File: config.mk
export PLATFORM = sky130hd
export DESIGN_NAME = riscv_inst_encoder
export DESIGN_NICKNAME = d
export VERILOG_FILES = /design/src/rtl/riscv_inst_encoder_pkg.sv /design/src/rtl/riscv_enc_fifo.sv /design/src/rtl/riscv_inst_encoder.sv
export SDC_FILE = /design/constraint.sdc
export NUM_CORES = 1
export LEC_CHECK = 0
export CAP_MARGIN = 10
export CORE_AREA = 3 3 149 151
export DETAILED_ROUTE_END_ITERATION = 10
export DIE_AREA = 0 0 152 154
export HOLD_SLACK_MARGIN = 0.03
export MAX_ROUTING_LAYER = met4
export PLACE_DENSITY = 0.53
export SLEW_MARGIN = 15
export SYNTH_ARGS = -nofsm -noshare
export SYNTH_HDL_FRONTEND = slang
export SYNTH_HIERARCHICAL = 1
export SYNTH_SLANG_ARGS = --single-unit
export TNS_END_PERCENT = 5
File: constraint.sdc
create_clock -name clk -period 6.8 [get_ports clk]
set_input_delay 1.7 -clock clk [delete_from_list [all_inputs] [get_ports clk]]
set_output_delay 1.7 -clock clk [all_outputs]
set_load 0.05 [all_outputs]
File: src/rtl/riscv_inst_encoder_pkg.sv
// Purpose: shared types and RV32I encoding constants for the instruction encoder.
// Contents: request opcode enum, error-code enum, FSM state enum,
//           encode-result struct, opcode/funct3/funct7 constants.
package riscv_inst_encoder_pkg;

  typedef enum logic [2:0] {
    ENC_ADD  = 3'd0,
    ENC_ADDI = 3'd1,
    ENC_LW   = 3'd2,
    ENC_SW   = 3'd3,
    ENC_JAL  = 3'd4,
    ENC_BEQ  = 3'd5,
    ENC_END  = 3'd6
  } enc_op_e;

  typedef enum logic [1:0] {
    ERR_NONE = 2'd0,
    ERR_OP   = 2'd1,
    ERR_IMM  = 2'd2,
    ERR_WRAP = 2'd3
  } enc_err_e;

  typedef enum logic [1:0] {
    ST_IDLE  = 2'd0,
    ST_RUN   = 2'd1,
    ST_DRAIN = 2'd2,
    ST_DONE  = 2'd3
  } enc_state_e;

  // Result of encoding one request: classification flags plus the packed word
  typedef struct packed {
    logic        bad_op;
    logic        bad_imm;
    logic        is_end;
    logic [31:0] word;
  } enc_result_t;

  localparam logic [6:0] OPC_OP     = 7'b0110011;
  localparam logic [6:0] OPC_OP_IMM = 7'b0010011;
  localparam logic [6:0] OPC_LOAD   = 7'b0000011;
  localparam logic [6:0] OPC_STORE  = 7'b0100011;
  localparam logic [6:0] OPC_BRANCH = 7'b1100011;
  localparam logic [6:0] OPC_JAL    = 7'b1101111;

  localparam logic [2:0] F3_ADD  = 3'b000;
  localparam logic [2:0] F3_ADDI = 3'b000;
  localparam logic [2:0] F3_LW   = 3'b010;
  localparam logic [2:0] F3_SW   = 3'b010;
  localparam logic [2:0] F3_BEQ  = 3'b000;
  localparam logic [6:0] F7_ADD  = 7'b0000000;

endpackage

File: src/rtl/riscv_enc_fifo.sv
// Purpose: small synchronous FIFO buffering encoded words ahead of imem.
// Ports: clk, rst_n (async active-low), push/wdata, pop/rdata (head word),
//        full, empty. Push when full and pop when empty are ignored.
module riscv_enc_fifo #(
  parameter int unsigned DEPTH = 4,
  parameter int unsigned W     = 32
) (
  input  logic         clk,
  input  logic         rst_n,
  input  logic         push,
  input  logic [W-1:0] wdata,
  input  logic         pop,
  output logic [W-1:0] rdata,
  output logic         full,
  output logic         empty
);

  localparam int unsigned PW = $clog2(DEPTH);

  logic [W-1:0] mem [DEPTH];
  logic [PW:0]  wr_ptr;
  logic [PW:0]  rd_ptr;
  logic         do_push;
  logic         do_pop;

  // Extra pointer MSB distinguishes full from empty when indices match
  assign empty   = (wr_ptr == rd_ptr);
  assign full    = (wr_ptr[PW] != rd_ptr[PW]) && (wr_ptr[PW-1:0] == rd_ptr[PW-1:0]);
  assign rdata   = mem[rd_ptr[PW-1:0]];
  assign do_push = push && !full;
  assign do_pop  = pop && !empty;

  // Pointer state
  always_ff @(posedge clk or negedge rst_n) begin
    if (!rst_n) begin
      wr_ptr <= '0;
      rd_ptr <= '0;
    end else begin
      if (do_push) wr_ptr <= wr_ptr + (PW+1)'(1);
      if (do_pop)  rd_ptr <= rd_ptr + (PW+1)'(1);
    end
  end

  // Storage needs no reset; contents are only visible while non-empty
  always_ff @(posedge clk) begin
    if (do_push) mem[wr_ptr[PW-1:0]] <= wdata;
  end

endmodule

File: src/rtl/riscv_inst_encoder.sv
// Purpose: packs field-level instruction requests into RV32I words and streams
//          them into imem at consecutive word addresses.
// Ports: start_i begins a load; in_valid/in_ready + in_op/rd/rs1/rs2/imm request;
//        imem_wen/imem_ready/imem_addr/imem_wdata write port; done_o, err_o,
//        err_code (first error wins), count_o (words written since start).
module riscv_inst_encoder
  import riscv_inst_encoder_pkg::*;
#(
  parameter int unsigned ADDR_W    = 10,
  parameter int unsigned BASE_ADDR = 0,
  parameter int unsigned DEPTH     = 4
) (
  input  logic              clk,
  input  logic              rst_n,
  input  logic              start_i,
  input  logic              in_valid,
  output logic              in_ready,
  input  enc_op_e           in_op,
  input  logic [4:0]        in_rd,
  input  logic [4:0]        in_rs1,
  input  logic [4:0]        in_rs2,
  input  logic [31:0]       in_imm,
  output logic              imem_wen,
  input  logic              imem_ready,
  output logic [ADDR_W-1:0] imem_addr,
  output logic [31:0]       imem_wdata,
  output logic              done_o,
  output logic              err_o,
  output enc_err_e          err_code,
  output logic [ADDR_W-1:0] count_o
);

  localparam logic [ADDR_W-1:0] BASE = ADDR_W'(BASE_ADDR);

  // Encode one request and range-check its immediate
  function automatic enc_result_t encode(input enc_op_e op, input logic [4:0] rd,
                                         input logic [4:0] rs1, input logic [4:0] rs2,
                                         input logic [31:0] imm);
    enc_result_t r;
    logic i_ok, b_ok, j_ok;
    r    = '0;
    // Sign-extension test: all bits above the field's sign bit equal it
    i_ok = (imm[31:11] == '0) || (imm[31:11] == '1);
    b_ok = ((imm[31:12] == '0) || (imm[31:12] == '1)) && !imm[0];
    j_ok = ((imm[31:20] == '0) || (imm[31:20] == '1)) && !imm[0];
    case (op)
      ENC_ADD:  r.word = {F7_ADD, rs2, rs1, F3_ADD, rd, OPC_OP};
      ENC_ADDI: begin
        r.word    = {imm[11:0], rs1, F3_ADDI, rd, OPC_OP_IMM};
        r.bad_imm = !i_ok;
      end
      ENC_LW: begin
        r.word    = {imm[11:0], rs1, F3_LW, rd, OPC_LOAD};
        r.bad_imm = !i_ok;
      end
      ENC_SW: begin
        r.word    = {imm[11:5], rs2, rs1, F3_SW, imm[4:0], OPC_STORE};
        r.bad_imm = !i_ok;
      end
      ENC_BEQ: begin
        r.word    = {imm[12], imm[10:5], rs2, rs1, F3_BEQ, imm[4:1], imm[11], OPC_BRANCH};
        r.bad_imm = !b_ok;
      end
      ENC_JAL: begin
        r.word    = {imm[20], imm[10:1], imm[11], imm[19:12], rd, OPC_JAL};
        r.bad_imm = !j_ok;
      end
      ENC_END: r.is_end = 1'b1;
      default: r.bad_op = 1'b1;
    endcase
    return r;
  endfunction

  enc_state_e  state;
  enc_result_t enc;
  logic [31:0] head;
  logic        full;
  logic        empty;
  logic        accept;
  logic        push;
  logic        pop;
  logic        active;

  assign enc        = encode(in_op, in_rd, in_rs1, in_rs2, in_imm);
  assign in_ready   = (state == ST_RUN) && !full;
  assign accept     = in_valid && in_ready;
  assign push       = accept && !enc.bad_op && !enc.bad_imm && !enc.is_end;
  assign active     = (state == ST_RUN) || (state == ST_DRAIN);
  assign imem_wen   = active && !empty;
  assign pop        = imem_wen && imem_ready;
  // Stale buffer contents are hidden when no write is requested
  assign imem_wdata = imem_wen ? head : '0;

  riscv_enc_fifo #(.DEPTH(DEPTH), .W(32)) u_fifo (
    .clk   (clk),
    .rst_n (rst_n),
    .push  (push),
    .wdata (enc.word),
    .pop   (pop),
    .rdata (head),
    .full  (full),
    .empty (empty)
  );

  // Control FSM with address, count and error bookkeeping
  always_ff @(posedge clk or negedge rst_n) begin
    if (!rst_n) begin
      state     <= ST_IDLE;
      imem_addr <= BASE;
      count_o   <= '0;
      done_o    <= 1'b0;
      err_o     <= 1'b0;
      err_code  <= ERR_NONE;
    end else if ((state == ST_IDLE || state == ST_DONE) && start_i) begin
      state     <= ST_RUN;
      imem_addr <= BASE;
      count_o   <= '0;
      done_o    <= 1'b0;
      err_o     <= 1'b0;
      err_code  <= ERR_NONE;
    end else begin
      if (pop) begin
        imem_addr <= imem_addr + ADDR_W'(1);
        count_o   <= count_o + ADDR_W'(1);
      end
      // Request errors take precedence over a same-cycle wrap
      if (!err_o && accept && (enc.bad_op || enc.bad_imm)) begin
        err_o    <= 1'b1;
        err_code <= enc.bad_op ? ERR_OP : ERR_IMM;
      end else if (!err_o && pop && (imem_addr == '1)) begin
        err_o    <= 1'b1;
        err_code <= ERR_WRAP;
      end
      case (state)
        ST_RUN:   if (accept && enc.is_end) state <= ST_DRAIN;
        ST_DRAIN: if (empty) begin
          state  <= ST_DONE;
          done_o <= 1'b1;
        end
        default: ;
      endcase
    end
  end

endmodule

==> Flow_metrics.wiki, run 1 <==
{| class="wikitable"
! Metric !! Value
|-
| Outcome || complete, no violations
|-
| WP data arrival || 3.35 ns
|-
| Global placement routability congestion || 0.8082
|-
| Post-synth EDFFs || ~130
|-
| Horiz. Die Dim || 152 um
|-
| Root Buffer Master || clkbuf_16
|-
| Main area contributors after synthesis || edfxtp_1 (52%), dfrtp_1 (11%), mux4_2 (9.8%)
|-
| Post-synth design cell area || roughly 7300 um^2
|-
| DR pass1 iterations || 4
|-
| Number of port buffers || 112
|-
| Vias in the first global route || 4,901
|-
| Core Area || 20,960 um^2
|-
| Maximum clock frequency || 0.1979 GHz
|-
| Fraction of registers with async set/reset || 0.2000
|-
| Sequential cell area fraction in the yosys report || 0.6326
|-
| Die outline area || 23,410 um^2
|-
| Start point of the critical path || u_fifo/wr_ptr[0]
|-
| Clock latency on the worst-skew pair || 0.44 ns
|-
| Total congestion overflow || 0
|-
| Final Skew || 0.01810 ns
|-
| R2R cell count || 9
|-
| Warning count from the yosys run || 6
|-
| Critical path fanouts, max || 35
|-
| Antenna-violating nets left || 0
|-
| Initial core utilization || 0.3504
|-
| Main synth FF type || edfxtp_1
|-
| Rel. slew slack || 0.3997
|-
| Hold Buf Count CTS || 0
|-
| Portion of the clock cycle consumed by the worst path in the final layout || 0.7431
|-
| Buffer levels on the longest clock path || 2
|-
| Largest net degree at the start of global routing || 38
|-
| Wire length of the first global-routing pass || 27,830 um
|-
| Final instance area || 9384 um^2
|-
| Cell Pwr Density || around 430 nW/um^2
|-
| Final cell count without fillers || 901
|-
| Clock-pin slew reported for the worst setup and hold paths after clock tree synthesis || 0.07 ns
|-
| Leakage power of the design || 3.277 nW
|-
| IR Drop Worst-Case VDD || 0.2309 mV
|-
| First-iteration detailed-routing DRC count || 230
|-
| Start-to-end type of the worst setup path || flop to primary output
|-
| Count of final max-slew check failures || 0
|-
| Flops & latches, synth || 160
|-
| Number of antenna violations at the first check in global routing || 0
|-
| Sinks on Clock Net || 160
|-
| Placed instance count || between 800 and 900
|-
| Critical Path Sink Type || primary output
|-
| Setup crit start kind || flop
|-
| Inserted Clock Buffers || 17
|-
| R2r startpoint || u_fifo/rd_ptr[0]
|-
| Number of instances resized during post-cts repair || 0
|-
| Mean area per synthesized cell || 14.86 um^2
|-
| Class of the tightest hold or removal check || flop to flop
|-
| Dominant cell type by area after synthesis || edfxtp_1
|-
| Chip Height || 154 um
|-
| Distinct cell type count of the synthesized netlist || 53
|-
| Synthesized netlist cell count || 494
|-
| Ratio of cells with drive above 1 in the final layout || 0.1502
|-
| Total number of vias || between 4,000 and 5,000
|-
| Hold Fails Final Rpt || 0
|-
| End of the critical path || imem_wdata[13]
|-
| Required @ worst endpoint || 5.10 ns
|-
| HPWL after detailed placement || 12,030 um
|-
| Aggregate negative setup slack || 0 ns
|-
| Reg-to-reg critical path endpoint || u_fifo/mem[2][18]
|-
| Antenna cell count || 0
|-
| TritonCTS clock tree || done
|-
| Max-capacitance violation count || 0
|-
| GRT Resource Usage Total || 0.1586
|-
| RSZ-0062 raised after global routing || no
|-
| Time the worst path needs with I/O delays and setup || 5.053 ns
|-
| Total routed wirelength || 17,640 um
|-
| Register-to-Register Setup Slack || 3.05 ns
|-
| Num ports || between 100 and 150
|-
| Wire length per cell || 19.58 um
|-
| Area growth syn-to-layout || 27.81%
|-
| Number of buffers added for setup after CTS || 0
|-
| Number of fill cells in the layout || 1,950
|-
| H-tree depth reported by CTS || 4
|-
| Final setup fails || 0
|-
| Cell Area, Placed || 8783 um^2
|-
| Row Count || 53
|-
| Share of the synthesized area in the top cell type || 0.5235
|-
| Synth Net Count || 558
|-
| Final nets || 677
|-
| Measured slew at the worst slew-check pin || about 0.9 ns
|-
| DRC violations left || 0
|-
| Ratio of routed vias to standard cells || ~5.1
|}
==> flip-flops by register name (all words and copies together), names as in the netlist <==
signal         flops
u_fifo/rd_ptr      3
done_o             1
u_fifo/mem       128
err_o              1
state              2
imem_addr         10
count_o           10
u_fifo/wr_ptr      3
err_code           2
==> worst max-delay path, stage by stage (launching register included) <==
cell and delay [ns]:
dfrtp_1 0.48, xor2_1 0.46, nor3_1 0.19, nor2_4 0.69, and2_1 0.28, clkdlybuf4s50_1 0.81
==> cells in the final DEF, fill, tap and decap left out, types with 3 or more instances in the layout <==
master / Yosys / final
nand4_1: 12 / 12
ha_1: 9 / 9
buf_4: 5 / 11
clkdlybuf4s50_1: 0 / 112
inv_8: 0 / 6
nor2b_1: 7 / 7
mux2i_1: 11 / 11
inv_1: 19 / 19
dfrtp_1: 32 / 31
o21ai_0: 19 / 19
nor3_1: 5 / 5
o31ai_1: 6 / 6
and2_1: 42 / 42
clkbuf_16: 0 / 17
xor2_1: 13 / 13
inv_6: 1 / 3
a21oi_1: 13 / 13
mux4_2: 32 / 32
a22oi_1: 7 / 7
or3_1: 5 / 5
o22ai_1: 10 / 10
clkinv_8: 0 / 4
nor4_1: 5 / 5
nor2_1: 21 / 21
o221a_2: 3 / 3
and3_1: 7 / 7
edfxtp_1: 128 / 128
nand2_1: 23 / 23
xnor2_1: 9 / 9
==> cells by family (layout without fill, tap and decap cells) <==
group,Yosys count,in the layout,share of synthesized area
XOR/XNOR,23,23,0.02846
multiplexers,43,43,0.1132
AO/OA/AOI/OAI,75,75,0.07430
buffers and inverters,43,175,0.02761
adder cells (fa/ha/maj),9,9,0.01534
flip-flops,160,160,0.6326
AND/OR/NAND/NOR,141,141,0.1086
==> per-layer routing <==
| layer | vias up | track usage | share of wire | wire length, um |
|---|---|---|---|---|
| met3 | 21 | 0.03771 | 0.046 | 810 |
| met5 | - | - | 0 | 0 |
| met4 | 0 | 0.05394 | 0.014 | 254 |
| li1 | 2140 | - | - | - |
| met2 | 115 | 0.2580 | 0.50 | 8822 |
| met1 | 2309 | 0.1959 | 0.44 | 7754 |
==> cell type report <==
type,count,area (um^2),area share
multi-input cells,291,2510,0.2675
inverters,20,80.08,0.008533
clock inverters,15,175.2,0.01867
well taps,275,344.1,0.03667
flip-flops and latches,160,4646,0.4951
clock buffers,17,425.4,0.04533
repair buffers,123,1204,0.1283
==> stage by stage <==
step	setup slack [ns]	util	power (W)	hold WS [ns]
after CTS	1.673	0.4478	0.004091	0.5442
after floorplan	1.682	-	0.002540	0.4977
after global placement	1.908	0.4192	0.003122	0.4869
after detailed placement	1.865	0.4192	0.003137	0.5240
after global routing	1.555	0.4478	0.004223	0.5645
final	1.747	0.4478	0.004031	0.5363
==> power by group <==
part	leakage, nW	total, W	internal, W	switching, W
clock network	0.291	0.000944	0.000497	0.000447
logic	1.39	0.00192	0.000675	0.00124
registers	1.59	0.00117	0.00111	0.0000554
==> cells in the mapped netlist (all sizes together), types with 4 or more instances <==
cell type / instances
a21oi: 13
o31ai: 6
nor2b: 7
or3: 5
edfxtp: 128
o221a: 4
nor4: 5
buf: 15
xor2: 14
nand4: 12
clkbuf: 8
ha: 9
and2: 42
xnor2: 9
dfrtp: 32
inv: 20
mux2i: 11
nor2: 22
mux4: 32
o22ai: 10
o21ai: 19
and3: 7
nand2: 24
nor3: 6
a22oi: 7
==> worst min path at each step <==
stage          startpoint        to  slack, ns  cells after the start
2_1_floorplan    state[1]  state[1]       0.50                      2
3_3_place_gp       done_o    done_o       0.49                      2
3_5_place_dp       done_o    done_o       0.52                      2
4_1_cts          state[0]  state[0]       0.54                      1
5_1_grt          state[0]  state[0]       0.56                      1
6_report         state[0]  state[0]       0.54                      1
No activity file was read; power rests on OpenSTA's default activity.
==> run 2: changes to the inputs <==
Clock period 6.8 ns to 4.9 ns, I/O delays scaled along.
==> Flow_metrics.wiki, run 2 (synthesized netlist as in run 1, its figures left out) <==
{| class="wikitable"
! Metric !! Value
|-
| Outcome || complete, no violations (unchanged)
|-
| Worst Hold Slack || 0.5130 ns (was 0.5363 ns)
|-
| Cell Pwr Density || 585.3 nW/um^2 (was 429.6 nW/um^2)
|-
| Core Area || 20,960 um^2 (unchanged)
|-
| Final setup fails || 0 (unchanged)
|-
| Start-to-end type of the worst setup path || flop to primary output (unchanged)
|-
| Antenna-violating nets left || 0 (unchanged)
|-
| Maximum clock frequency || 0.2398 GHz
|-
| Max reg flops || 128 (unchanged)
|-
| Combined flip-flop and latch cell area || 4646 um^2 (unchanged)
|-
| GRT Resource Usage Total || 0.1559 (was 0.1586)
|-
| Ratio of routed vias to standard cells || 5.110 (was 5.089)
|-
| Wire length of the first global-routing pass || 27,280 um (was 27,830 um)
|-
| Root Buffer Master || clkbuf_16 (unchanged)
|-
| Most Used Layer, Global Route || met2 (unchanged)
|-
| Measured slew at the worst slew-check pin || 0.9374 ns (was 0.9004 ns)
|-
| Required @ worst endpoint || 3.67 ns (was 5.10 ns)
|-
| Largest net degree at the start of global routing || 38 (unchanged)
|-
| Start point of the critical path || u_fifo/rd_ptr[0] (was u_fifo/wr_ptr[0])
|-
| TritonCTS clock tree || done (unchanged)
|-
| Total number of vias || 4,625 (was 4,585)
|-
| Hold Fails Final Rpt || 0 (unchanged)
|-
| Time the worst path needs with I/O delays and setup || 4.170 ns
|-
| First-iteration detailed-routing DRC count || 244 (was 230)
|-
| Reg-to-reg critical path endpoint || u_fifo/mem[3][1] (was u_fifo/mem[2][18])
|-
| IR Drop Worst-Case VDD || 0.3541 mV (was 0.2309 mV)
|-
| R2r startpoint || u_fifo/rd_ptr[0] (unchanged)
|-
| Row Count || 53 (unchanged)
|-
| Ratio of cells with drive above 1 in the final layout || 0.1978 (was 0.1502)
|-
| Initial core utilization || 0.3504 (unchanged)
|-
| Setup slack at placement || 0.7382 ns (was 1.865 ns)
|-
| Portion of the clock cycle consumed by the worst path in the final layout || 0.8510
|-
| Total chip power || 0.005423 W (was 0.004031 W)
|-
| Inserted Clock Buffers || 17 (unchanged)
|-
| DRC violations left || 0 (unchanged)
|-
| Sinks on Clock Net || 160 (unchanged)
|-
| Number of antenna violations at the first check in global routing || 2 (was 0)
|-
| Global placement routability congestion || 0.7695 (was 0.8082)
|-
| Most common cell after layout, fill and taps aside || edfxtp_1 (unchanged)
|-
| Register-to-Register Setup Slack || 1.49 ns (was 3.05 ns)
|-
| Total routed wirelength || 17,360 um (was 17,640 um)
|-
| HPWL after detailed placement || 11,580 um (was 12,030 um)
|-
| Leakage power of the design || 3.308 nW (was 3.277 nW)
|-
| Total congestion overflow || 0 (unchanged)
|-
| Hold Buf Count CTS || 0 (unchanged)
|-
| Area growth syn-to-layout || 26.19% (was 27.81%)
|-
| Aggregate negative setup slack || 0 ns (unchanged)
|-
| Final nets || 678 (was 677)
|-
| Setup ws final || 0.7302 ns (was 1.747 ns)
|-
| Number of port buffers || 112 (unchanged)
|-
| Die outline area || 23,410 um^2 (unchanged)
|-
| Number of buffers added for setup after CTS || 0 (unchanged)
|-
| H-tree depth reported by CTS || 4 (unchanged)
|-
| Ordered cell list for the critical path || buf_4, xnor2_1, nand3_1, inv_1, nor2b_1, clkdlybuf4s50_1 (was xor2_1, nor3_1, nor2_4, and2_1, clkdlybuf4s50_1)
|-
| R2R cell count || 10 (was 9)
|-
| Global routing met1 resource utilization || 0.2036 (was 0.1959)
|-
| Num ports || 113 (unchanged)
|-
| Met3 track demand over resource || 0.04447 (was 0.03771)
|-
| Leading cell types in the layout, fill and taps excluded || edfxtp_1 (128), clkdlybuf4s50_1 (80), buf_4 (43) (was edfxtp_1 (128), clkdlybuf4s50_1 (112), and2_1 (42))
|-
| Critical Path Max Stage Delay || 0.84 ns (was 0.81 ns)
|-
| DR pass1 iterations || 4 (unchanged)
|-
| Vias in the first global route || 4,780 (was 4,901)
|-
| Final core utilization || 0.4421 (was 0.4478)
|-
| Critical Path Sink Type || primary output (unchanged)
|-
| Horiz. Die Dim || 152 um (unchanged)
|-
| Wire length per cell || 19.19 um (was 19.58 um)
|-
| Clock-pin slew reported for the worst setup and hold paths after clock tree synthesis || 0.06 ns (was 0.07 ns)
|-
| Met2 Track Usage GR || 0.2405 (was 0.2580)
|-
| Count of final max-slew check failures || 0 (unchanged)
|-
| Buffer levels on the longest clock path || 2 (unchanged)
|-
| Class of the tightest hold or removal check || flop to flop (unchanged)
|-
| Setup crit start kind || flop (unchanged)
|-
| Critical path fanouts, max || 35 (unchanged)
|-
| End of the critical path || in_ready (was imem_wdata[13])
|-
| CP max stage cell || clkdlybuf4s50_1 (unchanged)
|-
| Number of instances resized during post-cts repair || 0 (unchanged)
|-
| Rel. slew slack || 0.3751 (was 0.3997)
|-
| Number of fill cells in the layout || 1,942 (was 1,950)
|-
| Multi-input logic area || 2510 um^2 (unchanged)
|-
| Clock latency on the worst-skew pair || 0.42 ns (was 0.44 ns)
|-
| Chip Height || 154 um (unchanged)
|-
| RSZ-0062 raised after global routing || no (unchanged)
|-
| Final Skew || 0.007254 ns (was 0.01810 ns)
|-
| Max-capacitance violation count || 0 (unchanged)
|-
| WP data arrival || 2.94 ns (was 3.35 ns)
|}
==> run 2: cell types whose count changed in the layout (fill, tap and decap cells not counted) <==
cell | before | now
clkinvlp_4 | 1 | 2
clkbuf_1 | 0 | 1
clkinv_1 | 0 | 2
clkinv_8 | 4 | 0
clkdlybuf4s50_1 | 112 | 80
clkinv_2 | 0 | 2
inv_6 | 3 | 6
buf_12 | 0 | 1
inv_8 | 6 | 1
buf_4 | 11 | 43
diode_2 | 0 | 3
==> run 2: how the worst min path moves through the flow <==
stage | cells past startpoint | from | end
after floorplan | 2 | state[1] | state[1]
after global placement | 2 | done_o | done_o
after detailed placement | 2 | done_o | done_o
after CTS | 2 | done_o | done_o
after global routing | 2 | done_o | done_o
final | 2 | done_o | done_o
==> run 2: per-stage QoR <==
step,cell area [um^2],cells
5_1_grt,9263,904
3_3_place_gp,8723,870
6_report,9265,905
2_1_floorplan,7342,494
4_1_cts,9258,902
3_5_place_dp,8723,870
==> run 2: metal layers <==
metal	share of wire	routed length, um	up-vias
met5	0	0	-
met1	0.46	7942	2332
li1	-	-	2148
met4	0.011	199	0
met2	0.48	8360	130
met3	0.050	861	15
==> run 2: final cells by class <==
type / count / area share
tap: 275 / 0.03714
clock buffer: 18 / 0.04632
timing repair buffer: 124 / 0.1234
sequential: 160 / 0.5014
multi-input combinational: 291 / 0.2709
clock inverter: 14 / 0.01134
antenna: 3 / 0.0008103
inverter: 20 / 0.008643
==> run 2: power by group <==
part | internal, W | switching [W] | leakage, nW
clock | 0.000655 | 0.000552 | 0.259
sequential | 0.00155 | 0.0000773 | 1.59
combinational | 0.000873 | 0.00172 | 1.46
total | 0.00308 | 0.00235 | 3.31
==> run 2: worst max-delay path, delay by kind of cell, from the launching register on <==
kind | cells | cell delay [ns]
xor gates and xnor gates | 1 | 0.33
buffers and inverters | 3 | 1.50
DFF | 1 | 0.36
and+or+nand+nor | 2 | 0.33
==> run 3: changes to the inputs <==
Settings changed: GPL_ROUTABILITY_DRIVEN from default to 1.
Clock period 4.9 ns to 4.2 ns, I/O delays scaled along.
==> Flow_metrics.wiki, run 3 (synthesized netlist as in run 1, its figures left out) <==
{| class="wikitable"
! Metric !! Value
|-
| Setup crit start kind || flop (unchanged)
|-
| Chip Height || 154 um (unchanged)
|-
| Ratio of routed vias to standard cells || 5.136 (was 5.110)
|-
| HPWL after detailed placement || 11,870 um (was 11,580 um)
|-
| Wire length of the first global-routing pass || 27,130 um (was 27,280 um)
|-
| Area growth syn-to-layout || 33.33% (was 26.19%)
|-
| Die outline area || 23,410 um^2 (unchanged)
|-
| Critical path fanouts, max || 20 (was 35)
|-
| Global placement routability congestion || 0.8375 (was 0.7695)
|-
| Multi-input logic area || 2510 um^2 (unchanged)
|-
| RSZ-0062 raised after global routing || no (unchanged)
|-
| Vias in the first global route || 4,741 (was 4,780)
|-
| Leakage power of the design || 3.473 nW (was 3.308 nW)
|-
| Largest net degree at the start of global routing || 38 (unchanged)
|-
| Time the worst path needs with I/O delays and setup || about 3.6 ns
|-
| Sinks on Clock Net || 160 (unchanged)
|-
| Number of fill cells in the layout || 1,886 (was 1,942)
|-
| Switching share of power || 0.4021 (was 0.4328)
|-
| Initial core utilization || 0.3504 (unchanged)
|-
| Start point of the critical path || u_fifo/wr_ptr[2] (was u_fifo/rd_ptr[0])
|-
| Outcome || complete, no violations (unchanged)
|-
| Maximum clock frequency || 0.2756 GHz
|-
| Start-to-end type of the worst setup path || flop to primary output (unchanged)
|-
| Inserted Clock Buffers || 17 (unchanged)
|-
| GRT Resource Usage Total || 0.1548 (was 0.1559)
|-
| Ratio of cells with drive above 1 in the final layout || 0.2095 (was 0.1978)
|-
| H-tree depth reported by CTS || 4 (unchanged)
|-
| Buffer levels on the longest clock path || 2 (unchanged)
|-
| HP Start || done_o (unchanged)
|-
| TritonCTS clock tree || done (unchanged)
|-
| Wire length per cell || 19.06 um (was 19.19 um)
|-
| Max-capacitance violation count || 0 (unchanged)
|-
| P_int || 0.004317 W (was 0.003076 W)
|-
| Final setup fails || 0 (unchanged)
|-
| Horiz. Die Dim || 152 um (unchanged)
|-
| Relative contribution of sequential cells to total power || 0.263 (was 0.300)
|-
| Clock-pin slew reported for the worst setup and hold paths after clock tree synthesis || 0.06 ns (about the same)
|-
| IR Drop Worst-Case VDD || 0.3222 mV (was 0.3541 mV)
|-
| Row Count || 53 (unchanged)
|-
| Final core utilization || 0.4672 (was 0.4421)
|-
| Sw Pwr || 0.002904 W (was 0.002347 W)
|-
| Hold Fails Final Rpt || 0 (unchanged)
|-
| Relative contribution of the clock network to total power || 0.211 (was 0.223)
|-
| Antenna cell count || 0 (was 3)
|-
| Critical Path Sink Type || primary output (unchanged)
|-
| Number of port buffers || 112 (unchanged)
|-
| Leading cell types in the layout, fill and taps excluded || edfxtp_1 (128), clkdlybuf4s50_1 (78), and2_1 (42) (was edfxtp_1 (128), clkdlybuf4s50_1 (80), buf_4 (43))
|-
| DR pass1 iterations || 5 (was 4)
|-
| Required @ worst endpoint || 3.15 ns (was 3.67 ns)
|-
| Num ports || 113 (unchanged)
|-
| Number of instances resized during post-cts repair || 0 (unchanged)
|-
| R2r startpoint || u_fifo/rd_ptr[1] (was u_fifo/rd_ptr[0])
|-
| Measured slew at the worst slew-check pin || 0.8109 ns (was 0.9374 ns)
|-
| Clock latency on the worst-skew pair || 0.43 ns (was 0.42 ns)
|-
| Number of antenna violations at the first check in global routing || 0 (was 2)
|-
| Total routed wirelength || 17,250 um (was 17,360 um)
|-
| Hold Buf Count CTS || 0 (unchanged)
|-
| Aggregate negative setup slack || 0 ns (unchanged)
|-
| Most common cell after layout, fill and taps aside || edfxtp_1 (unchanged)
|-
| Antenna-violating nets left || 0 (unchanged)
|-
| Root Buffer Master || clkbuf_16 (unchanged)
|-
| Total number of vias || 4,648 (was 4,625)
|-
| Count of final max-slew check failures || 0 (unchanged)
|-
| Max reg flops || 128 (unchanged)
|-
| Portion of the clock cycle consumed by the worst path in the final layout || 0.8639
|-
| Cell Pwr Density || 737.7 nW/um^2 (was 585.3 nW/um^2)
|-
| Core Area || 20,960 um^2 (unchanged)
|-
| WP data arrival || 2.58 ns (was 2.94 ns)
|-
| Rel. slew slack || 0.4577 (was 0.3751)
|-
| Combined flip-flop and latch cell area || 4646 um^2 (unchanged)
|-
| First-iteration detailed-routing DRC count || 320 (was 244)
|-
| Final nets || 681 (was 678)
|-
| Number of buffers added for setup after CTS || 0 (unchanged)
|-
| Final Skew || 0.009417 ns (was 0.007254 ns)
|-
| Share of power burned in combinational logic || 0.526 (was 0.478)
|-
| Class of the tightest hold or removal check || flop to flop (unchanged)
|-
| DRC violations left || 0 (unchanged)
|-
| Total congestion overflow || 0 (unchanged)
|}
## run 3: changes by cell type in the layout (fill, tap and decap cells not counted), sizes merged
cell,delta
bufinv,+1
clkbuf,-1
buf,+5
diode,-3
clkdlybuf4s50,-2
inv,+2
clkinv,-1
clkinvlp,-1
## run 3: layout make-up
cell class | count | area share
flip-flops and latches | 160 | 0.4746
multi-input cells | 291 | 0.2564
repair buffers | 127 | 0.1646
clock buffers | 17 | 0.04346
well taps | 275 | 0.03515
clock inverters | 15 | 0.01764
inverters | 20 | 0.008180
## run 3: worst paths after layout
check	to	slack, ns	cells past startpoint
min reg2reg	done_o	0.53	2
min	done_o	0.53	2
min in group asynchronous	count_o[5]	1.09	1
max reg2reg	u_fifo/mem[3][4]	1.09	10
max in group asynchronous	imem_addr[7]	2.36	2
max	imem_wdata[14]	0.57	6
## run 3: stage by stage
step | setup slack, ns | power, W | instance area, um^2 | cells | hold WS [ns]
after global placement | 0.3998 | 0.005768 | 9191 | 873 | 0.5143
after floorplan | 0.4140 | 0.004116 | 7348 | 494 | 0.4977
after detailed placement | 0.3314 | 0.005794 | 9191 | 873 | 0.5068
after CTS | 0.4925 | 0.007335 | 9789 | 905 | 0.5257
after global routing | 0.3662 | 0.007575 | 9789 | 905 | 0.5745
final | 0.5716 | 0.007222 | 9789 | 905 | 0.5281
## run 3: power by group through the flow
stage          sequential, W  clock [W]  combinational [W]
4_1_cts              0.00190    0.00157            0.00387
3_3_place_gp         0.00193          0            0.00384
6_report             0.00190    0.00152            0.00380
2_1_floorplan        0.00202          0            0.00210
3_5_place_dp         0.00193          0            0.00386
5_1_grt              0.00191    0.00164            0.00402
## run 3: worst max-delay path, cell delays in order (launching register included)
cell and delay [ns]:
dfrtp_1 0.45, xor2_2 0.39, nor3_1 0.19, nor2_4 0.46
buf_4 0.30, and2_1 0.20, buf_12 0.15
## run 3: routing by layer
metal / GRT usage / wire, um / vias to the layer above
li1: - / - / 2150
met4: 0.03382 / 115 / 0
met5: - / 0 / -
met3: 0.05066 / 1179 / 12
met2: 0.2316 / 7948 / 173
met1: 0.2081 / 8008 / 2313
